==> src/rtl/wireless_pkg.sv <==
// Shared types and UART framing constants for the wireless
// command transmitter and its byte serialiser.
package wireless_pkg;

  typedef enum logic [2:0] {
    WL_IDLE,
    WL_GUARD_PRE,
    WL_SEND,
    WL_GUARD_POST,
    WL_FINISH
  } wl_state_t;

  localparam logic START_BIT  = 1'b0;
  localparam logic STOP_BIT   = 1'b1;
  localparam int   FRAME_BITS = 10;

endpackage

==> src/rtl/wireless_cmd_tx_uart.sv <==
// 8N1 byte serialiser: start bit, 8 data bits LSB first, stop bit.
// Each bit lasts BAUD_DIV clocks; line is registered and idles high.
module uart_tx_byte
  import wireless_pkg::*;
#(
  parameter int BAUD_DIV = 10
) (
  input  logic       clk,
  input  logic       reset_n,
  input  logic [7:0] data,
  input  logic       valid,
  output logic       ready,
  output logic       tx
);

  localparam int CW = (BAUD_DIV > 1) ? $clog2(BAUD_DIV) : 1;
  localparam logic [CW-1:0] CNT_MAX = CW'(BAUD_DIV - 1);
  localparam logic [CW-1:0] CNT_ONE = CW'(1);
  localparam logic [3:0] IDX_LAST = 4'(FRAME_BITS - 1);
  localparam logic [3:0] IDX_STOP = 4'(FRAME_BITS - 2);

  logic          active;
  logic [CW-1:0] cnt;
  logic [3:0]    idx;
  logic [7:0]    shreg;
  logic          tx_q;

  assign ready = !active;
  assign tx    = tx_q;

  // Load a byte, then step through the frame one bit time at a time
  always_ff @(posedge clk or negedge reset_n) begin
    if (!reset_n) begin
      active <= 1'b0;
      cnt    <= '0;
      idx    <= '0;
      shreg  <= '0;
      tx_q   <= STOP_BIT;
    end else if (!active) begin
      if (valid) begin
        active <= 1'b1;
        cnt    <= '0;
        idx    <= '0;
        shreg  <= data;
        tx_q   <= START_BIT;
      end
    end else if (cnt != CNT_MAX) begin
      cnt <= cnt + CNT_ONE;
    end else begin
      cnt <= '0;
      if (idx == IDX_LAST) begin
        active <= 1'b0;
      end else begin
        idx <= idx + 4'd1;
        if (idx == IDX_STOP) begin
          tx_q <= STOP_BIT;
        end else begin
          tx_q  <= shreg[0];
          shreg <= {1'b1, shreg[7:1]};
        end
      end
    end
  end

endmodule

==> src/rtl/wireless_cmd_tx.sv <==
// Puts the wireless module into command mode, streams command bytes
// as UART 8N1 on its RX pin, then releases command mode after a guard.
module wireless_cmd_tx
  import wireless_pkg::*;
#(
  parameter int CLK_FREQ     = 100_000_000,
  parameter int BAUD         = 9600,
  parameter int GUARD_CYCLES = 4_000_000
) (
  input  logic       clk,
  input  logic       reset_n,
  input  logic       cmd_start,
  input  logic [7:0] s_data,
  input  logic       s_valid,
  input  logic       s_last,
  output logic       s_ready,
  output logic       wireless_rx,
  output logic       wireless_set,
  output logic       busy,
  output logic       done
);

  localparam int BAUD_DIV = CLK_FREQ / BAUD;
  localparam int GW = $clog2(GUARD_CYCLES + 1);
  localparam logic [GW-1:0] GUARD_LAST = GW'(GUARD_CYCLES - 1);
  localparam logic [GW-1:0] GUARD_ONE  = GW'(1);

  wl_state_t     state;
  wl_state_t     state_nxt;
  logic [GW-1:0] guard_cnt;
  logic          last_acc;
  logic          ser_ready;
  logic          send_open;
  logic          frame_end;
  logic          guard_done;

  assign send_open  = (state == WL_SEND) && !last_acc;
  assign s_ready    = send_open && ser_ready;
  assign frame_end  = (state == WL_SEND) && last_acc && ser_ready;
  assign guard_done = (guard_cnt == GUARD_LAST);

  uart_tx_byte #(
    .BAUD_DIV (BAUD_DIV)
  ) u_ser (
    .clk     (clk),
    .reset_n (reset_n),
    .data    (s_data),
    .valid   (send_open && s_valid),
    .ready   (ser_ready),
    .tx      (wireless_rx)
  );

  // State register
  always_ff @(posedge clk or negedge reset_n) begin
    if (!reset_n) state <= WL_IDLE;
    else          state <= state_nxt;
  end

  // Sequence: pre-guard, stream bytes, post-guard, one-cycle finish
  always_comb begin
    state_nxt = state;
    unique case (state)
      WL_IDLE:       if (cmd_start)  state_nxt = WL_GUARD_PRE;
      WL_GUARD_PRE:  if (guard_done) state_nxt = WL_SEND;
      WL_SEND:       if (frame_end)  state_nxt = WL_GUARD_POST;
      WL_GUARD_POST: if (guard_done) state_nxt = WL_FINISH;
      WL_FINISH:     state_nxt = WL_IDLE;
      default:       state_nxt = WL_IDLE;
    endcase
  end

  // Pin and status decode from the current state
  always_comb begin
    wireless_set = 1'b1;
    busy         = 1'b0;
    done         = 1'b0;
    unique case (1'b1)
      (state == WL_GUARD_PRE),
      (state == WL_SEND),
      (state == WL_GUARD_POST): begin
        wireless_set = 1'b0;
        busy         = 1'b1;
      end
      (state == WL_FINISH): done = 1'b1;
      default: ;
    endcase
  end

  // Guard timer; the idle cycle after the last stop bit is guard clock 1
  always_ff @(posedge clk or negedge reset_n) begin
    if (!reset_n) begin
      guard_cnt <= '0;
    end else begin
      unique case (state)
        WL_GUARD_PRE,
        WL_GUARD_POST: guard_cnt <= guard_cnt + GUARD_ONE;
        WL_SEND:       guard_cnt <= frame_end ? GUARD_ONE : '0;
        default:       guard_cnt <= '0;
      endcase
    end
  end

  // Remember that the final byte of the command has been taken
  always_ff @(posedge clk or negedge reset_n) begin
    if (!reset_n)                 last_acc <= 1'b0;
    else if (state == WL_IDLE)    last_acc <= 1'b0;
    else if (s_ready && s_valid)  last_acc <= s_last;
  end

endmodule

==> config.mk <==
export PLATFORM = sky130hd
export DESIGN_NAME = wireless_cmd_tx
export DESIGN_NICKNAME = d
export VERILOG_FILES = /design/src/rtl/wireless_pkg.sv /design/src/rtl/wireless_cmd_tx_uart.sv /design/src/rtl/wireless_cmd_tx.sv
export SDC_FILE = /design/constraint.sdc
export NUM_CORES = 1
export LEC_CHECK = 0
export BUFFER_PORTS_ARGS = -buffer_cell sky130_fd_sc_hd__buf_2
export CAP_MARGIN = 15
export CELL_PAD_IN_SITES_DETAIL_PLACEMENT = 0
export CELL_PAD_IN_SITES_GLOBAL_PLACEMENT = 1
export CORE_ASPECT_RATIO = 1.1
export CORE_MARGIN = 2
export CORE_UTILIZATION = 47
export DETAILED_ROUTE_END_ITERATION = 16
export PLACE_DENSITY_LB_ADDON = 0.1
export SYNTH_ARGS = -nofsm -noshare
export SYNTH_HDL_FRONTEND = slang
export SYNTH_HIERARCHICAL = 1
export SYNTH_SLANG_ARGS = --single-unit
==> constraint.sdc <==
create_clock -name clk -period 2.5 [get_ports clk]
set_clock_uncertainty 0.05 [all_clocks]
set_input_delay 0.375 -clock clk [delete_from_list [all_inputs] [get_ports clk]]
set_output_delay 0.375 -clock clk [all_outputs]
set_load 0.005 [all_outputs]
==> results.tsv <==
stage	metric	value	unit
outcome	status	complete, no violations	
floorplanning	rows	30	
floorplanning	die_y	87.2	um
yosys	synthCells	305	
hold_path	hp-class	primary input to asynchronous set/reset pin	
cts	cts-root-buf	clkbuf_8	
pwr	power.density	431	mW/mm^2
cts	cts_tree	done	
timing	worstMarginPinSlew	816	ps
floorplanning	coreArea	0.00612	mm^2
finish	diodes	0	
setup_path	cp_top_family	flip-flops	
setup_path	worstSetupStartpointType	flip-flop	
setup_path	cp_cell_sequence	clkinv_1, and3_1, buf_2	
timing	max_freq	0.431	GHz
timing	final-setup-viol-count	0	
yosys	synth.most_common_cell	dfrtp_1	
yosys	synth_edf_count	0	
finish	area_growth	11.4	%
floorplanning	ioPinCount	18	
setup_path	cp_max_fo	16	
placement	dpl.hpwl	4430	um
flow_run	cap_violations	0	
yosys	ys_seq_elements	54	
timing	hold_viol_final	0	
setup_path	cp.arrival	1900	ps
setup_path	end_kind	primary output	
drt	dr.pass1.iters	4	
floorplanning	initial_core_util	0.484	
yosys	syn_nets	324	
cts	ctsLongestPathBuffers	2	
timing	relSlewSlack	0.456	
cts	post-cts-setup-buffers	0	
yosys	synth_top_area_frac	0.448	
drt	drt-initial-drc-count	158	
setup_path	crit_required	2080	ps
setup_path	ff2ff_setup_slack	210	ps
drt	drc	0	
setup_path	path_buf_inv	2	
global_routing	grt_pass1_vias	2338	
global_routing	antenna_found_initial	0	
global_routing	grt_overflow	0	
yosys	syn_area	0.00296	mm^2
yosys	synth.distinct_cells	54	
yosys	syn_avg_cell_area	9.71	um^2
setup_path	worst_path_max_delay_cell	dfrtp_1	
drt	wl_per_cell	15.1	um
cts	htreeDepth	2	
yosys	yosysTopAreaCell	dfrtp_1	
cts	insertion_delay	310	ps
setup_path	timing.rr.start	u_ser/cnt[1]	
placement	gp_congestion	0.800	
setup_path	r2r-end	u_ser/shreg[4]	
yosys	ys.flop_type	dfrtp_1	
yosys	synth_area_leaders	dfrtp_1 45%, mux2_2 5.7%, nand3_1 3.7%	
timing	finalCriticalPeriod	2320	ps
cts	cts.sinks	54	
floorplanning	die_x	79.7	um
timing	hold_ws	103	ps
placement	portBuffers	17	
timing	setup_tns	0	ps
setup_path	r2r_cells	6	
setup_path	max_stage_delay	680	ps
floorplanning	die_area	0.00695	mm^2
cts	cts_resized	0	
setup_path	path_class	flip-flop to primary output	
pwr	irDropWorstVdd	0.226	mV
yosys	synth_commonest_cells	53 x dfrtp_1, 27 x nor2_1, 23 x nand2_1, 22 x nand3_1, 16 x o21ai_0	
pwr	p_total	1.42	mW
cts	holdBufCountCts	0	
finish	drive_above_1_share	0.184	
drt	postRouteAntennaNets	0	
cts	numCtsBuffers	5	
yosys	async_flop_share	1.00	
drt	viasPerCell	5.72	
yosys	yosys_warnings	6	
pwr	p_leak	1.44	nW
timing	finalCritPeriodShare	0.928	
global_routing	gr-usage-all-layers	0.202	
global_routing	grt_first_pass_wirelength	11000	um
global_routing	grt_start_max_net_pins	37	
drt	vias	2349	
timing	grt_setup_unrepaired	false	
finish	num-nets-final	349	
timing	slew_violations	0	
yosys	synth-seq-area-share	0.457	
cts	clk_pin_slew_worst_paths	90	ps
drt	drt-total-wl	6200	um
flip-flops by register name, indices dropped and copies added (netlist names):
| name | cells |
|---|---|
| guard_cnt | 22 |
| last_acc | 1 |
| state | 3 |
| u_ser/active | 1 |
| u_ser/cnt | 14 |
| u_ser/idx | 4 |
| u_ser/shreg | 8 |
| u_ser/tx | 1 |
power by group:
| part | internal [mW] | switching (mW) |
|---|---|---|
| clock | 0.223 | 0.289 |
| combinational | 0.0127 | 0.0212 |
| sequential | 0.873 | 0 |
how the worst max path moves through the flow:
stage | start | to | slack [ps] | cells past startpoint
CTS | u_ser/cnt[1] | u_ser/shreg[4] | 70 | 5
global route | u_ser/active | s_ready | 20 | 3
detailed placement | u_ser/cnt[1] | u_ser/shreg[3] | 80 | 5
finish | u_ser/active | s_ready | 180 | 3
global placement | u_ser/cnt[1] | u_ser/shreg[2] | 150 | 5
floorplan | u_ser/cnt[0] | u_ser/shreg[0] | 250 | 5
kinds of logic (layout without fill, tap and decap cells):
family                     count (synthesis)  after routing  share of synthesized area
and+or+nand+nor                          137            137                      0.259
adders and majority gates                  6              6                     0.0254
muxes                                     17             17                     0.0638
AOI/OAI and AO/OA                         56             56                      0.126
DFF                                       54             54                      0.457
xor gates and xnor gates                  13             13                     0.0385
buffers and inverters                     22             48                     0.0309
metrics by stage:
stage | worst slack, ps | cell area (um^2) | std cells | utilization
after floorplan | 250 | 2960 | 305 | -
after global placement | 149 | 3180 | 402 | 0.520
after detailed placement | 84.4 | 3180 | 402 | 0.520
after CTS | 71.8 | 3280 | 410 | 0.536
after global routing | 18.0 | 3300 | 411 | 0.539
final | 179 | 3300 | 411 | 0.539
layout make-up:
| type | instances | area [um^2] |
|---|---|---|
| clock inverter | 2 | 12.5 |
| multi-input combinational | 229 | 1520 |
| timing repair buffer | 30 | 195 |
| inverter | 10 | 37.5 |
| fill | 570 | 2820 |
| sequential | 54 | 1350 |
| tap | 80 | 100 |
| clock buffer | 6 | 82.6 |
placed cells by master, fill, tap and decap left out, drive strengths merged, types with 10 or more instances in the layout:
master / count
mux2: 15
nand2: 23
a31oi: 10
buf: 30
nand4: 12
o21ai: 16
nand3: 22
nor2: 27
dfrtp: 53
a21oi: 11
and3: 11
metal layers:
layer	up-vias	wire length, um	global-route usage
met2	27	2980	0.339
met1	1129	2990	0.261
li1	1182	-	-
met4	0	121	0.0768
met3	11	105	0.0342
met5	-	0	0
worst register-to-register path: cells and delay by family (launching register included):
kind | cells | cell delay (ps)
AND/OR/NAND/NOR | 2 | 680
flip-flops | 1 | 430
AO/OA/AOI/OAI | 1 | 330
multiplexers | 1 | 330
adder cells (fa/ha/maj) | 1 | 200
buffers and inverters | 1 | 170
No activity file was read; power rests on OpenSTA's default activity.
